`src/rtl/cpu_pkg.sv`:
```
// Shared definitions for the stage-2 hazard unit.
//   hz_state_e : hazard FSM state encoding
//   REG_X0     : index of the hard-wired zero register
//   reg_match  : true when a used source register equals the stage-3 rd (x0 excluded)
package cpu_pkg;

  typedef enum logic [1:0] {
    IDLE       = 2'b00,
    LOAD_STALL = 2'b01,
    DIV_WAIT   = 2'b10,
    MEM_WAIT   = 2'b11
  } hz_state_e;

  localparam logic [4:0] REG_X0 = 5'd0;

  function automatic logic reg_match(input logic       uses,
                                     input logic [4:0] id_addr,
                                     input logic [4:0] s3_addr);
    return uses && (id_addr == s3_addr) && (id_addr != REG_X0);
  endfunction

endpackage

```
`src/rtl/hazard_div_counter.sv`:
```
// Loadable down-counter timing a multi-cycle divide in EX.
//   clk_i      : clock
//   rst_ni     : synchronous active-low reset (clears count)
//   freeze_i   : hold the count (takes precedence over load/decrement)
//   load_i     : load load_val_i
//   load_val_i : value loaded at divide issue
//   dec_i      : decrement by one (saturates at zero)
//   cnt_o      : current count
//   zero_o     : count is zero
module hazard_div_counter #(
  parameter int CNT_W = 6
) (
  input  logic             clk_i,
  input  logic             rst_ni,
  input  logic             freeze_i,
  input  logic             load_i,
  input  logic [CNT_W-1:0] load_val_i,
  input  logic             dec_i,
  output logic [CNT_W-1:0] cnt_o,
  output logic             zero_o
);

  logic [CNT_W-1:0] cnt_q, cnt_d;

  always_comb begin
    cnt_d = cnt_q;
    if (freeze_i)                           cnt_d = cnt_q;
    else if (load_i)                        cnt_d = load_val_i;
    else if (dec_i && (cnt_q != '0))        cnt_d = cnt_q - 1'b1;
  end

  always_ff @(posedge clk_i) begin
    if (!rst_ni) cnt_q <= '0;
    else         cnt_q <= cnt_d;
  end

  assign cnt_o  = cnt_q;
  assign zero_o = (cnt_q == '0);

endmodule

```
`src/rtl/stage2_hazard_unit.sv`:
```
// Decode-stage stall/bubble generator. Freezes or bubbles the front of the
// pipeline for hazards forwarding cannot cover: load-use on a stage-3 load,
// a multi-cycle divide occupying EX, and a data-memory wait.
//
// state      | meaning
// IDLE       | no hazard in progress; divide issue / load-use detected here
// LOAD_STALL | one bubble inserted, load now in stage 4 and forwardable
// DIV_WAIT   | divide occupying EX, counting down
// MEM_WAIT   | memory busy; saved state held in resume_q
//
// Ports:
//   CLK, RESET (sync active-low)
//   ID_* : stage-2 instruction source operands
//   STAGE_3_* : stage-3 destination, load flag, divide issue
//   MEM_BUSY : data memory not ready
//   PC_STALL, IF_ID_STALL, ID_EX_BUBBLE, EX_STALL, MEM_STALL, DIV_BUSY : controls
module stage2_hazard_unit
  import cpu_pkg::*;
#(
  parameter int DIV_LATENCY = 32,
  parameter int CNT_W       = 6
) (
  input  logic       CLK,
  input  logic       RESET,
  input  logic       ID_VALID,
  input  logic [4:0] ID_ADDR1,
  input  logic [4:0] ID_ADDR2,
  input  logic       ID_USES_RS1,
  input  logic       ID_USES_RS2,
  input  logic [4:0] STAGE_3_ADDR,
  input  logic       STAGE_3_REGWRITE_EN,
  input  logic       STAGE_3_MEM_READ,
  input  logic       STAGE_3_DIV_START,
  input  logic       MEM_BUSY,
  output logic       PC_STALL,
  output logic       IF_ID_STALL,
  output logic       ID_EX_BUBBLE,
  output logic       EX_STALL,
  output logic       MEM_STALL,
  output logic       DIV_BUSY
);

  if (DIV_LATENCY < 2 || DIV_LATENCY > 63) begin : g_bad_latency
    $error("stage2_hazard_unit: DIV_LATENCY must be 2..63");
  end
  if ((DIV_LATENCY - 1) >= (1 << CNT_W)) begin : g_bad_cnt_w
    $error("stage2_hazard_unit: CNT_W too narrow for DIV_LATENCY-1");
  end

  localparam logic [CNT_W-1:0] DIV_LOAD = CNT_W'(DIV_LATENCY - 1);

  hz_state_e        state_q, state_d;
  hz_state_e        resume_q, resume_d;
  hz_state_e        eff_state;
  logic             load_use;
  logic             cnt_load, cnt_dec, cnt_zero;
  logic [CNT_W-1:0] cnt;

  // While memory is busy the register shows MEM_WAIT; the real state lives in resume_q.
  assign eff_state = (state_q == MEM_WAIT) ? resume_q : state_q;

  assign load_use = ID_VALID && STAGE_3_REGWRITE_EN && STAGE_3_MEM_READ &&
                    (reg_match(ID_USES_RS1, ID_ADDR1, STAGE_3_ADDR) ||
                     reg_match(ID_USES_RS2, ID_ADDR2, STAGE_3_ADDR));

  assign cnt_load = !MEM_BUSY && (eff_state == IDLE) && STAGE_3_DIV_START;
  assign cnt_dec  = !MEM_BUSY && (eff_state == DIV_WAIT);

  hazard_div_counter #(.CNT_W(CNT_W)) u_div_cnt (
    .clk_i      (CLK),
    .rst_ni     (RESET),
    .freeze_i   (MEM_BUSY),
    .load_i     (cnt_load),
    .load_val_i (DIV_LOAD),
    .dec_i      (cnt_dec),
    .cnt_o      (cnt),
    .zero_o     (cnt_zero)
  );

  always_ff @(posedge CLK) begin
    if (!RESET) begin
      state_q  <= IDLE;
      resume_q <= IDLE;
    end else begin
      state_q  <= state_d;
      resume_q <= resume_d;
    end
  end

  always_comb begin
    state_d  = eff_state;
    resume_d = resume_q;
    if (MEM_BUSY) begin
      state_d  = MEM_WAIT;
      resume_d = eff_state;
    end else begin
      case (eff_state)
        IDLE: begin
          if (STAGE_3_DIV_START) state_d = DIV_WAIT;
          else if (load_use)     state_d = LOAD_STALL;
          else                   state_d = IDLE;
        end
        LOAD_STALL: state_d = IDLE;
        DIV_WAIT: begin
          // Zero is unreachable in normal flow; treat it as terminal too.
          if (cnt_zero || (cnt == CNT_W'(1))) state_d = IDLE;
          else                                state_d = DIV_WAIT;
        end
        default: state_d = IDLE;
      endcase
    end
  end

  always_comb begin
    PC_STALL     = 1'b0;
    IF_ID_STALL  = 1'b0;
    ID_EX_BUBBLE = 1'b0;
    EX_STALL     = 1'b0;
    MEM_STALL    = 1'b0;
    DIV_BUSY     = 1'b0;
    if (MEM_BUSY) begin
      MEM_STALL   = 1'b1;
      PC_STALL    = 1'b1;
      IF_ID_STALL = 1'b1;
      EX_STALL    = 1'b1;
      DIV_BUSY    = (eff_state == DIV_WAIT);
    end else begin
      case (eff_state)
        IDLE: begin
          if (STAGE_3_DIV_START) begin
            DIV_BUSY    = 1'b1;
            EX_STALL    = 1'b1;
            PC_STALL    = 1'b1;
            IF_ID_STALL = 1'b1;
          end else if (load_use) begin
            PC_STALL     = 1'b1;
            IF_ID_STALL  = 1'b1;
            ID_EX_BUBBLE = 1'b1;
          end
        end
        DIV_WAIT: begin
          DIV_BUSY    = 1'b1;
          EX_STALL    = 1'b1;
          PC_STALL    = 1'b1;
          IF_ID_STALL = 1'b1;
        end
        default: ;
      endcase
    end
  end

endmodule
```
`config.mk`:
```
export PLATFORM = sky130hd
export DESIGN_NAME = stage2_hazard_unit
export DESIGN_NICKNAME = d
export VERILOG_FILES = /design/src/rtl/cpu_pkg.sv /design/src/rtl/hazard_div_counter.sv /design/src/rtl/stage2_hazard_unit.sv
export SDC_FILE = /design/constraint.sdc
export NUM_CORES = 1
export LEC_CHECK = 0
export ABC_AREA = 1
export ABC_CLOCK_PERIOD_IN_PS = 4200
export CAP_MARGIN = 20
export CORE_MARGIN = 4
export CORE_UTILIZATION = 48
export CTS_CLUSTER_SIZE = 40
export DETAILED_ROUTE_END_ITERATION = 10
export HOLD_SLACK_MARGIN = 0.06
export PLACE_DENSITY_LB_ADDON = 0.3
export SLEW_MARGIN = 40
export SYNTH_ARGS = -nofsm -noshare
export SYNTH_HDL_FRONTEND = slang
export SYNTH_SLANG_ARGS = --single-unit
```
`constraint.sdc`:
```
create_clock -name CLK -period 4.2 [get_ports CLK]
set_clock_uncertainty 0.2 [all_clocks]
set_input_delay 0.42 -clock CLK [delete_from_list [all_inputs] [get_ports CLK]]
set_output_delay 0.42 -clock CLK [all_outputs]
set_load 0.05 [all_outputs]
```
==> impl_summary.md, run 1 <==
Run status
The run finished with clean final reports.

Hold path
The path with the worst hold slack has its endpoint at u_div_cnt.cnt_o[3]. The startpoint identified for the worst hold timing path is u_div_cnt.cnt_o[3]. The worst hold path was traced through 2 stages. The path class of the tightest hold or removal check is reg2reg.

Timing
Headroom to the max-slew limit came out at 66.7%. Adding up every negative setup slack in the final design gives 0 ps. Setup repair after global routing left no endpoint under its margin. The final-report max-slew violation count came to 0. The final count of hold timing violations is 0. Setup violations remaining at the end of the flow were counted as 0. In the finished design, the share of the clock period the worst path needs comes to 72.4%. For the pin with the worst max-slew slack, the measured transition is 499 ps. The shortest clock period the worst path allows after layout is 3040 ps. The timing-limited maximum frequency is 329 MHz.

Synth
The post-synthesis average cell area is 6.26 um^2. The post-synthesis cell type with the largest combined area is dfxtp_1. By area the synthesized netlist is led by dfxtp_1 23%, nand2_1 17%, inv_1 11%.

The flop and latch count out of synthesis is 10. The most instantiated library cell after synthesis is nand2_1. Counting flops with an async set or reset pin after synthesis yields a share of 0%. The synthesized design contains 0 enable-type register cells. The top cell type by area accounts for 22.7% of the synthesized area. Counting instances in the post-synthesis netlist gives the leading cell types as 40 x nand2_1, 26 x inv_1, 14 x nor2_1. For this run, the number of Yosys warnings is 0. The number of distinct library cells after synthesis is 24.

Among all flip-flop cells after synthesis, the most frequent one is dfxtp_1. The synthesized netlist occupies a cell area of 882 um^2. The cell count after synthesis is 141. The net count of the mapped netlist is 168. For this run, the register share of the synthesized area comes to 22.7%.

GRT
Across every metal layer, demand over resource in global routing totals 17.6%. The pin count of the biggest net entering global routing is 11. The total congestion overflow after global routing is 0. The number of global-route vias before repair is 879. The first global-routing pass estimated 3.49 mm of wire. The number of antenna violations at the first check in global routing is 0.

Worst setup path
Data on the critical path arrives at its endpoint at 2420 ps. Traced cell by cell, the critical path runs through clkdlybuf4s50_1 -> inv_1 -> nand2_1 -> nand2_1 -> nor2_1 -> nand4_1 -> nand2_1 -> nand3_1 -> nor2_1 -> clkdlybuf4s50_1. By instance count, the cell type seen most on the critical path is nand2_1. In this run the critical register-to-register path is launched from state_q[1]. Measured in cells, the most critical reg-to-reg path has a length of 9. The largest single stage delay on the critical path is 820 ps. The number of buffer and inverter instances along the worst setup path is 3.

On the critical path, the stage with the largest delay is an instance of clkdlybuf4s50_1. The largest driver fanout on the critical path is 4. The endpoint required time on the critical path is 3580 ps. The startpoint type of the worst setup path is a primary input. The largest delay contributor family on the critical path is buffers and inverters.

The endpoint of the worst-slack reg-to-reg timing path is u_div_cnt.cnt_o[1]. For flop-to-flop paths, the worst setup slack is 2480 ps. The critical path is of the in2out type.

The worst setup path is captured at a primary output.

Pwr
The peak supply drop is 0.189 mV. The static leakage is 0.000595 uW. The overall power consumption is 345 uW.

Power spread over the standard cell area amounts to 283 nW/um^2.

Clock tree
The cell sitting at the root of the clock tree is a clkbuf_4. The number of hold buffers added after CTS was 0. The TritonCTS clock tree is done. The H-tree depth reported by CTS is 1. The number of buffers on the longest clock path is 2. Counting the buffers created by CTS gives 3. The number of gates given a new drive strength after cts is 0. At the later pin of the worst-skew pair, clock insertion delay measures 260 ps. Once the clock tree was built, the setup fixing pass inserted 0 buffers. The clock-pin slew reported for the worst setup and hold paths after clock tree synthesis is 60 ps.

The TritonCTS sink count is 10.

Placed design
After detailed placement, the design holds a cell count of 192. The total placed instance area is 1180 um^2. Summed over all nets, the half-perimeter wirelength after detailed placement is 1.83 mm. Port buffering added 29 buffers.

The global placement routability congestion is 0.869.

Floorplan
The total number of placement rows is 15. The total area inside the core boundary comes to 1730 um^2. Once the floorplan was initialized, standard cells occupied 51.1% of the core. The die boundary height is 50.9 um. The die covers 2590 um^2. The width of the chip is 50.9 um. The number of I/O pins is 30.

Detailed routing
The total via count after detailed routing is 953. The routed via count divided by cell count is 4.86. The first detailed-routing pass ran for 4 iterations.

After detailed routing, the average wire length per cell comes to 10.8 um. The number of nets still failing antenna checks after routing is 0. The detailed router finished its first iteration with 27 violations. After detailed routing, the number of remaining DRC violations is 0. The total wirelength of the detailed-routed design is 2.11 mm.

Run
Across the run, the number of max-cap violations was 0.

Final layout
In the final layout, flip-flops and latches occupy 200 um^2. The post-route cell area is 1220 um^2. For this run, the number of standard cells in the final layout without fillers is 196.

Cells with a size suffix above 1 make up 8.19% of the layout. Summing all multi-input logic gate instances after layout gives 548 um^2. For this run, the post-layout net count is 199.

The filler cells instantiated in the layout total 160. Cells fill 70.5% of the core in the end. The area growth from synthesis to layout is 38.0%. The antenna diode count is 0.
layout by cell type, fill, tap and decap left out:
cell type | synthesis | layout
nor2_4 | 1 | 1
o21ai_1 | 3 | 3
a31oi_1 | 1 | 1
clkdlybuf4s50_1 | 0 | 29
a21oi_1 | 7 | 7
nand3_4 | 2 | 2
dfxtp_1 | 10 | 10
clkbuf_8 | 0 | 1
o21ai_0 | 7 | 7
nor2_8 | 1 | 1
inv_4 | 1 | 1
xor2_1 | 3 | 3
o21ai_4 | 2 | 2
o22ai_1 | 1 | 1
ha_1 | 3 | 3
nor3_1 | 2 | 2
clkbuf_4 | 0 | 3
nand3_1 | 6 | 6
nand2_1 | 40 | 40
xnor2_1 | 1 | 1
nand4_1 | 3 | 3
nand2_4 | 1 | 1
and3_1 | 1 | 1
inv_2 | 2 | 2
nor2_1 | 14 | 14
inv_1 | 26 | 26
worst register-to-register path: stages (launching register included):
cell	delay, ps
dfxtp_1	380
inv_1	90
o21ai_4	220
inv_2	80
nor2_4	130
nand3_4	110
nand2_1	70
o21ai_0	70
o21ai_0	200
inv_1	60
flip-flops by register name, summed over array words and instances (netlist names):
signal and flops:
resume_q 2, u_div_cnt.cnt_o 6, state_q 2
final cells by class:
class / instances / area share (%)
Multi-Input combinational cell: 99 / 45.0
Timing Repair Buffer: 29 / 23.8
Sequential cell: 10 / 16.4
Inverter: 29 / 9.15
Clock buffer: 4 / 2.98
Tap cell: 25 / 2.57
worst max-delay path by stage:
stage / from / endpoint / slack, ps / cells after the start
2_1_floorplan: state_q[0] / PC_STALL / 2000 / 6
3_3_place_gp: STAGE_3_ADDR[1] / ID_EX_BUBBLE / 1180 / 10
3_5_place_dp: STAGE_3_ADDR[1] / ID_EX_BUBBLE / 1150 / 10
4_1_cts: STAGE_3_ADDR[1] / ID_EX_BUBBLE / 1140 / 10
5_1_grt: STAGE_3_ADDR[3] / ID_EX_BUBBLE / 950 / 10
6_report: STAGE_3_ADDR[3] / ID_EX_BUBBLE / 1160 / 10
cell families after synthesis:
kind of cell,count (synthesis),synth area share [%]
and+or+nand+nor,71,39.1
buffers and inverters,32,15.2
AOI/OAI and AO/OA,21,14.8
DFF,10,22.7
xor gates and xnor gates,4,3.97
adders and majority gates,3,4.26
power breakdown:
group / switching (uW) / internal [uW]
clock network: 31.1 / 52.6
registers: 9.37 / 105
logic: 84.2 / 62.5
total: 125 / 220
per-stage QoR:
stage / setup slack (ps) / hold slack, ps
finish: 1160 / 286
global route: 952 / 325
CTS: 1140 / 288
detailed placement: 1150 / 279
global placement: 1180 / 270
floorplan: 2000 / 252
per-layer routing:
layer / global-route usage (%) / wire (um)
met3: 5.54 / 137
met2: 35.2 / 1160
met4: 4.04 / 30
met5: 0 / 0
met1: 17.4 / 786
(Power assumes the default switching activity.)
==> run 2, diff against run 1 <==
Settings changed: ABC_CLOCK_PERIOD_IN_PS 4200 to 2700, CORE_UTILIZATION 48 to 40.
Clock period 4.2 ns to 2.7 ns, I/O delays scaled along.
==> impl_summary.md, run 2 (synthesis gave the netlist of run 1 again) <==
Timing
The final-report max-slew violation count is 0 (unchanged). The final setup TNS was 0 ps (unchanged). Setup repair after global routing left no endpoint under its margin. The slew at the pin closest to its max-slew limit is 491 ps (-7.23 ps). Counting I/O delays and the setup requirement, the final critical path takes 2210 ps. The setup violation total in the final timing report is 0 (unchanged). The headroom to the max-slew limit is 67.1% (+0.48 points). The timing-limited maximum frequency is 453 MHz.

The final count of hold timing violations is 0 (unchanged). The worst setup margin is 490 ps (-671 ps). The final cycle utilization of the critical path is 81.8%.

Pwr
The relative contribution of the clock network to total power was 24.0% (-0.3 points). The share of total power in sequential cells is 32.7% (-0.5 points). The relative contribution of combinational cells to total power came to 43.2% (+0.6 points). The net switching component of the power is 193 uW (+55%). The peak supply drop was 0.412 mV (+120%). The fraction of power spent switching nets is 35.7% (-0.50 points). The total power per unit cell area is 433 nW/um^2 (+53%). The static leakage came to 0.000618 uW (+3.8%). The cell-internal power is 349 uW (+58%).

Placed design
The count of buffers inserted at the top-level ports is 29 (unchanged). The post-place setup slack came to 502 ps (-646 ps). The global placement routability congestion came to 0.889 (+2.3%).

The number of instances in the placed design is 195 (+1.6%). The sum of net half-perimeters after detailed placement was 1.77 mm (-3.1%).

Clock tree
The clock latency of the later-clocked register in the worst-skew pair was 260 ps (about the same). The number of buffers inserted to repair setup after CTS is 0 (unchanged). Clock tree synthesis selected as its root buffer the cell clkbuf_4. The number of hold buffers added after cts is 0 (unchanged).

The clock-pin slew reported for the worst setup and hold paths after clock tree synthesis is 60 ps (about the same). The number of buffers added by the clock tree synthesis step is 3 (unchanged). The TritonCTS sink count is 10 (unchanged). TritonCTS built the clock tree. The number of gates given a new drive strength after cts was 0 (unchanged). The number of buffers on the longest clock path is 2 (unchanged). The H-tree depth reported by CTS is 1 (unchanged).

GRT
The first-pass GRT wire length is 3.49 mm (unchanged). The number of global-route vias before repair is 851 (-3.2%). The pin count of the biggest net entering global routing came to 10 (-1). The total congestion overflow after global routing is 0 (unchanged). The number of antenna violations at the first check in global routing came to 0 (unchanged). The total routing resource utilization after global routing is 16.0% (-1.7 points).

Worst setup path
The endpoint required time on the critical path was 2230 ps (-1350 ps). The worst register-to-register path begins at state_q[1]. The number of cells on the worst reg-to-reg path was 9 (unchanged). The startpoint-to-endpoint class of the critical path is in2out. The cell repeated most along the worst path is nand2_1. In this run the critical register-to-register path is captured at u_div_cnt.cnt_o[1]. The data arrival at the endpoint of the critical path is 1740 ps (-680 ps). The largest driver fanout on the critical path is 4 (unchanged). The startpoint type of the worst setup path is a primary input. The slowest library cell on the worst path is clkdlybuf4s50_1. The slack of the worst reg-to-reg path is 1010 ps (-1470 ps). STA classifies the critical path endpoint as a primary output.

The delay of the slowest cell on the worst path was 530 ps (-290 ps). Walking the worst path, the cells encountered are clkdlybuf4s50_1 -> inv_1 -> nand2_1 -> nand2_1 -> nor2_1 -> nand4_1 -> nand2_1 -> nand3_1 -> nor2_1 -> buf_12.

Hold path
In this run the most critical hold path is launched from u_div_cnt.cnt_o[3]. For hold timing, the worst endpoint is u_div_cnt.cnt_o[3]. In this run the worst hold path is classified as reg2reg. The depth of the worst hold-timing path is 2 (unchanged).

Detailed routing
The total via count after detailed routing is 908 (-4.7%). The detailed-route wire length per cell is 10.4 um (-3.6%). The number of remaining DRC errors is 0 (unchanged).

The routed via count divided by cell count is 4.56 (-6.2%). The DRC violation total after the first TritonRoute iteration is 9 (-67%). The number of search-and-repair iterations in the first detailed-routing pass is 4 (unchanged).

The total wirelength of the detailed-routed design is 2.07 mm (-2.1%). The number of nets still failing antenna checks after routing is 0 (unchanged).

Run status
The run finished with clean final reports.

Floorplan
The number of I/O pins was 30 (unchanged). The overall die area came to 3020 um^2 (+17%). The placeable core region is 2020 um^2 (+17%). The initial core utilization is 43.6% (-7.5 points). The die boundary height is 55.0 um (+8.0%). The width of the chip is 55.0 um (+8.0%). The total number of placement rows came to 16 (+1).

Final layout
The flip-flop count of the largest register, all copies and words added came to 6 (unchanged). The net total in the final layout is 200 (+0.50%). The top cell types in the final layout, fill and taps aside, are 40 x nand2_1, 26 x inv_1, 24 x clkdlybuf4s50_1. The antenna diode count is 0 (unchanged). Compared with the post-synthesis result, the final layout area differs by 42.0%. The final instance count without filler cells was 199 (+1.5%). The leading cell type in the layout, fill and taps excluded is nand2_1. The fraction of layout cells with a size suffix above 1 came to 11.6% (+3.4 points).

Run
The number of violations of the max-capacitance limit was 0 (unchanged).
-- run 2: cell type report --
type	instances	area, um^2
timing repair buffer	30	323
clock buffer	4	36.3
tap	27	33.8
multi-input combinational	99	548
sequential	10	200
fill	183	769
inverter	29	111
-- run 2: critical path: cells and delay by family --
family	cells	cell delay [ps]
AND/OR/NAND/NOR	7	700
buffers and inverters	3	780
-- run 2: through the flow --
stage | util (%) | hold WS [ps] | power (uW) | area (um^2)
after global routing | 61.9 | 302 | 581 | 1250
final | 61.9 | 282 | 542 | 1250
after floorplan | - | 194 | 334 | 882
after CTS | 61.9 | 284 | 546 | 1250
after global placement | 60.1 | 266 | 408 | 1220
after detailed placement | 60.1 | 275 | 414 | 1220
-- run 2: worst max-delay path by stage --
| stage | endpoint | startpoint | cells past startpoint |
|---|---|---|---|
| 3_5_place_dp | ID_EX_BUBBLE | STAGE_3_ADDR[3] | 10 |
| 5_1_grt | ID_EX_BUBBLE | STAGE_3_ADDR[1] | 10 |
| 2_1_floorplan | PC_STALL | state_q[0] | 6 |
| 3_3_place_gp | ID_EX_BUBBLE | STAGE_3_ADDR[1] | 10 |
| 6_report | ID_EX_BUBBLE | STAGE_3_ADDR[3] | 10 |
| 4_1_cts | ID_EX_BUBBLE | STAGE_3_ADDR[3] | 10 |
-- run 2: power groups by stage --
| stage | Combinational [uW] | Clock (uW) | Sequential (uW) |
|---|---|---|---|
| floorplan | 157 | 0 | 178 |
| finish | 234 | 130 | 177 |
| detailed placement | 234 | 0 | 180 |
| global route | 260 | 142 | 179 |
| global placement | 228 | 0 | 180 |
| CTS | 234 | 135 | 177 |
-- run 2: metal layers --
layer | global-route usage [%] | routed length, um
met3 | 5.63 | 142
met2 | 30.3 | 1040
met5 | 0 | 0
met4 | 1.21 | 6
met1 | 17.6 | 883
